**src/rtl/rx_pkt_ctrl.sv**
```systemverilog
// rx_pkt_ctrl: receive-side packet sequencer from request through SYNC/EOP to result hand-off.
module rx_pkt_ctrl #(
  parameter int TIMEOUT_CYC = 255,
  parameter int DRAIN_CYC   = 64,
  parameter int CNT_W       = 8
) (
  input  logic        clk,
  input  logic        rst_n,
  input  logic        rx_req,
  input  logic        sync_det,
  input  logic        eop_det,
  output logic        start_rc_nrzi,
  output logic        end_rc_nrzi,
  input  logic        pkt_status,
  input  logic        rc_CRCerror,
  input  logic        rc_PIDerror,
  input  logic [7:0]  rc_hshake,
  input  logic [63:0] rc_data,
  output logic        pkt_rec,
  output logic        rx_done,
  output logic [2:0]  rx_err,
  output logic [7:0]  rx_pid,
  output logic [63:0] rx_data,
  input  logic        rx_ack,
  output logic        busy
);
  typedef enum logic [2:0] {IDLE, WAIT_SYNC, RECV, DRAIN, REPORT} state_t;
  state_t            state_q, state_d;
  logic [CNT_W-1:0]  cnt_q, cnt_d;
  logic              start_q, start_d, end_q, end_d, pkt_rec_q, pkt_rec_d;
  logic              done_q, done_d, busy_q, busy_d;
  logic [2:0]        err_q, err_d;
  logic [7:0]        pid_q, pid_d;
  logic [63:0]       data_q, data_d;
  always_comb begin
    state_d   = state_q;
    cnt_d     = cnt_q;
    start_d   = 1'b0;
    end_d     = 1'b0;
    pkt_rec_d = 1'b0;
    done_d    = done_q;
    err_d     = err_q;
    pid_d     = pid_q;
    data_d    = data_q;
    case (state_q)
      IDLE: if (rx_req) begin
        state_d = WAIT_SYNC;
        cnt_d   = '0;
      end
      WAIT_SYNC: if (sync_det) begin
        state_d = RECV;
        start_d = 1'b1;
      end else if (cnt_q == CNT_W'(TIMEOUT_CYC - 1)) begin
        state_d = REPORT;
        done_d  = 1'b1;
        err_d   = 3'b001;
      end else cnt_d = cnt_q + 1'b1;
      RECV: if (eop_det) begin
        state_d = DRAIN;
        end_d   = 1'b1;
        cnt_d   = '0;
      end
      DRAIN: if (pkt_status) begin
        state_d   = REPORT;
        done_d    = 1'b1;
        pkt_rec_d = 1'b1;
        pid_d     = rc_hshake;
        data_d    = rc_data;
        err_d     = rc_PIDerror ? 3'b011 : rc_CRCerror ? 3'b010 : 3'b000;
      end else if (cnt_q == CNT_W'(DRAIN_CYC - 1)) begin
        state_d = REPORT;
        done_d  = 1'b1;
        err_d   = 3'b100;
      end else cnt_d = cnt_q + 1'b1;
      REPORT: if (rx_ack) begin
        state_d = IDLE;
        done_d  = 1'b0;
      end
      default: state_d = IDLE;
    endcase
    busy_d = state_d != IDLE;
  end
  always_ff @(posedge clk or negedge rst_n) begin
    if (!rst_n) begin
      state_q   <= IDLE;
      cnt_q     <= '0;
      start_q   <= 1'b0;
      end_q     <= 1'b0;
      pkt_rec_q <= 1'b0;
      done_q    <= 1'b0;
      busy_q    <= 1'b0;
      err_q     <= 3'b000;
      pid_q     <= 8'h00;
      data_q    <= 64'h0;
    end else begin
      state_q   <= state_d;
      cnt_q     <= cnt_d;
      start_q   <= start_d;
      end_q     <= end_d;
      pkt_rec_q <= pkt_rec_d;
      done_q    <= done_d;
      busy_q    <= busy_d;
      err_q     <= err_d;
      pid_q     <= pid_d;
      data_q    <= data_d;
    end
  end
  assign start_rc_nrzi = start_q;
  assign end_rc_nrzi   = end_q;
  assign pkt_rec       = pkt_rec_q;
  assign rx_done       = done_q;
  assign busy          = busy_q;
  assign rx_err        = err_q;
  assign rx_pid        = pid_q;
  assign rx_data       = data_q;
endmodule

```
**config.mk**
```make
export PLATFORM = sky130hd
export DESIGN_NAME = rx_pkt_ctrl
export DESIGN_NICKNAME = d
export VERILOG_FILES = /design/src/rtl/rx_pkt_ctrl.sv
export SDC_FILE = /design/constraint.sdc
export NUM_CORES = 1
export LEC_CHECK = 0
export CORE_MARGIN = 1
export CORE_UTILIZATION = 42
export DETAILED_ROUTE_END_ITERATION = 8
export PLACE_DENSITY = 0.88
export SYNTH_ARGS = -nofsm -noshare
export SYNTH_HDL_FRONTEND = slang
export SYNTH_SLANG_ARGS = --single-unit
```
**constraint.sdc**
```tcl
create_clock -name clk -period 2.41 [get_ports clk]
set_input_delay 0.6025 -clock clk [delete_from_list [all_inputs] [get_ports clk]]
set_output_delay 0.6025 -clock clk [all_outputs]
set_load 0.02 [all_outputs]
```
==> flow_metrics.py <==
metrics = {
    "detailed_routing": {
        "initialDrtViolationCount": 44,
        "num_vias": 2548,
        "route.detailed.wl_per_inst_um": 15.58,
        "wl_mm": 8.055,
        "vias_per_cell": 4.928,
        "drt_pass_1_iters": 4,
        "route.antenna.remaining_nets": 0,
        "drc": 0,
    },
    "timing": {
        "drv_slew": 0,
        "setup_total_negative_slack_ns": 0,
        "setup_violations": 0,
        "timing.final.hold_violations": 0,
        "timing.clock.skew_ns": 0.01383,
        "final_min_period_over_clock_period_pct": 86.67,
        "max_slew.worst_pin.slew_ns": 0.4515,
        "whs_ns": 0.2013,
        "max-slew-margin-rel_pct": 69.90,
        "post-route-min-period_ns": 2.089,
        "fmax_mhz": 478.8,
        "grt_setup_unrepaired": "no",
    },
    "floorplanning": {
        "ioPinCount": 161,
        "initial_core_util_pct": 43.98,
        "floorplan.die_area_sq_mm": 0.009113,
        "die-height_um": 95.46,
        "core_sq_mm": 0.008341,
        "placement_rows": 33,
        "die_width_um": 95.46,
    },
    "critical_path": {
        "end_kind": "flip-flop",
        "timing.setup.critical_path_class": "reg2reg",
        "critical_path_arrival_ns": 2.31,
        "critPathTopFamily": "simple AND/OR/NAND/NOR gates",
        "cp.buffers_inverters": 0,
        "critical_path.startpoint_type": "flip-flop",
        "path_max_fanout": 7,
        "max_stage_delay_ns": 0.46,
        "required_ns": 2.63,
        "timing.critical_path.cells": "ha_1 -> or3b_4 -> a22o_4 -> nor3b_4 -> mux2_4",
        "crit_slowest_cell": "sky130_fd_sc_hd__dfrtp_1",
    },
    "layout": {
        "layout_overhead_on_the_synthesized_area_pct": 52.25,
        "final_nets": 490,
        "multi_input_area_sq_mm": 0.001296,
        "layout.cells.most_common_list": "159 x sky130_fd_sc_hd__clkdlybuf4s50_1, 91 x sky130_fd_sc_hd__dfrtp_1, 69 x sky130_fd_sc_hd__mux2_2",
        "layout_commonest_cell": "sky130_fd_sc_hd__clkdlybuf4s50_1",
        "regArea_sq_mm": 0.002277,
        "num_antenna_cells": 0,
        "final_core_utilization_pct": 66.97,
        "drive_above_1_share_pct": 23.79,
        "fillerInstances": 624,
    },
    "yosys": {
        "synth.net_count": 323,
        "yosys.area_share.adder_pct": 0.6821,
        "synth-warning-count": 0,
        "syn_area_sq_mm": 0.003669,
        "synth-xor-area-share_pct": 0,
        "synth_compound_gate_area_share_pct": 3.445,
        "unique_masters_post_synth": 35,
        "yosys_register_bits": 91,
        "main_combinational_cell_family_by_area_after_synthesis": "multiplexers",
        "synth-simple-area-share_pct": 6.003,
        "synth_seq_area_share_pct": 62.07,
        "post_synth_mux_area_share_pct": 25.14,
        "syn-mean-instance-area_sq_um": 15.29,
        "synthCells": 240,
    },
    "placed_design": {
        "gp_routability_congestion": 0.7683,
        "io_buffer_count": 160,
        "dp_hpwl_mm": 6.077,
    },
    "status": {
        "status": "complete, no violations",
    },
    "cts": {
        "tritoncts": "built",
        "cts_buffers": 9,
        "cts-hold-fix-buffers": 0,
        "clock-root-buffer": "sky130_fd_sc_hd__clkbuf_8",
        "h-tree-depth": 3,
        "ctsLongestPathBuffers": 2,
        "cts.repair_timing.setup_buffer_count": 0,
        "postCtsResizedCells": 0,
        "cts_num_sinks": 91,
        "clkTransAtPathRegs_ns": 0.09,
        "clk_latency_ns": 0.34,
    },
    "grt": {
        "grt_antenna_before_repair": 0,
        "groute.usage.overall_pct": 17.90,
        "grt.overflow.total": 0,
        "number_of_global_route_vias_before_repair": 2642,
        "grt_pass1_wl_mm": 12.43,
        "grt_max_degree": 55,
    },
    "worst_hold_path": {
        "worstHoldPathType": "in2async",
    },
    "power": {
        "total_leakage_power_nw": 2.383,
        "power.density_cell_area_mw_per_mm2": 1307,
        "max-vdd-ir-drop_mv": 0.6794,
        "design_power_mw": 7.299,
    },
    "job": {
        "drv_cap": 0,
    },
}
-- cells by family after synthesis --
group / count (synthesis)
compound gates: 16
fa+ha+maj: 2
buf+inv: 13
flops: 91
mux: 82
simple gates: 36
-- synthesized netlist by cell type, drive strengths merged --
cell type,count,area (sq um)
dfrtp,91,2277
mux2,75,852.1
buf,9,82.57
nand2,8,30.03
mux2i,7,70.07
nor2,6,22.52
inv,4,15.01
o21ai,4,20.02
a22o,3,35.04
and3,3,18.77
nand2b,3,18.77
nand3,3,15.01
o2111ai,3,26.28
and2,2,12.51
ha,2,25.02
nor2b,2,12.51
nor3b,2,26.28
a21o,1,7.510
a21oi,1,5.000
a2bb2oi,1,8.760
a32oi,1,8.760
and4bb,1,12.51
nand3b,1,7.510
nand4,1,6.260
nor3,1,5.000
nor4b,1,15.01
o21a,1,7.510
o21bai,1,7.510
or2,1,6.260
or3b,1,11.26
-- registers in the layout (all words and copies together) (netlist names), 3 cells and up --
register,cells
cnt_q,8
rx_err,3
rx_pid,8
state_q,3
rx_data,64
-- metrics by stage --
step / std cells / setup WS, ns / instance area (sq um)
CTS: 517 / 0.3228 / 5585
finish: 517 / 0.3213 / 5585
global route: 517 / 0.2230 / 5585
detailed placement: 501 / 0.06652 / 5381
floorplan: 240 / 0.4750 / 3669
global placement: 501 / 0.09394 / 5381
-- worst register-to-register path, cell delays in order, from the launching register on --
cell,delay (ns)
sky130_fd_sc_hd__dfrtp_1,0.46
sky130_fd_sc_hd__ha_1,0.24
sky130_fd_sc_hd__or3b_4,0.42
sky130_fd_sc_hd__a22o_4,0.26
sky130_fd_sc_hd__nor3b_4,0.27
sky130_fd_sc_hd__mux2_4,0.33
-- cell type report --
cell class | instances | area share [%]
Sequential cell | 91 | 40.77
Timing Repair Buffer | 165 | 29.75
Multi-Input combinational cell | 136 | 23.21
Clock buffer | 11 | 2.531
Tap cell | 105 | 2.352
Clock inverter | 5 | 1.120
Inverter | 4 | 0.2688
-- path summary, 6_finish.rpt --
kind | slack, ns | start | endpoint | depth (start not counted)
max | 0.32 | cnt_q[1]$_DFFE_PN0P_ | cnt_q[0]$_DFFE_PN0P_ | 5
min | 0.20 | rst_n | rx_err[1]$_DFFE_PN0P_ | 1
max reg2reg | 0.32 | cnt_q[1]$_DFFE_PN0P_ | cnt_q[0]$_DFFE_PN0P_ | 5
min reg2reg | 0.49 | rx_data[57]$_DFFE_PN0P_ | rx_data[57]$_DFFE_PN0P_ | 1
max in group asynchronous | 1.61 | rst_n | rx_data[20]$_DFFE_PN0P_ | 2
min in group clk | 0.49 | rx_data[57]$_DFFE_PN0P_ | rx_data[57]$_DFFE_PN0P_ | 1
-- power by group --
part	internal [mW]	switching, mW	leakage, nW
Clock	0.512	0.514	0.0957
Combinational	1.99	1.65	1.18
Sequential	2.23	0.399	1.10
Total	4.73	2.57	2.38
-- layer usage --
metal,up-vias,global-route usage (%),share of wire [%]
met5,-,0,0
met4,0,6.343,1.0
met3,7,5.582,8.2
met2,105,31.73,51
met1,1247,20.23,40
li1,1189,-,-
(Power assumes the default switching activity.)
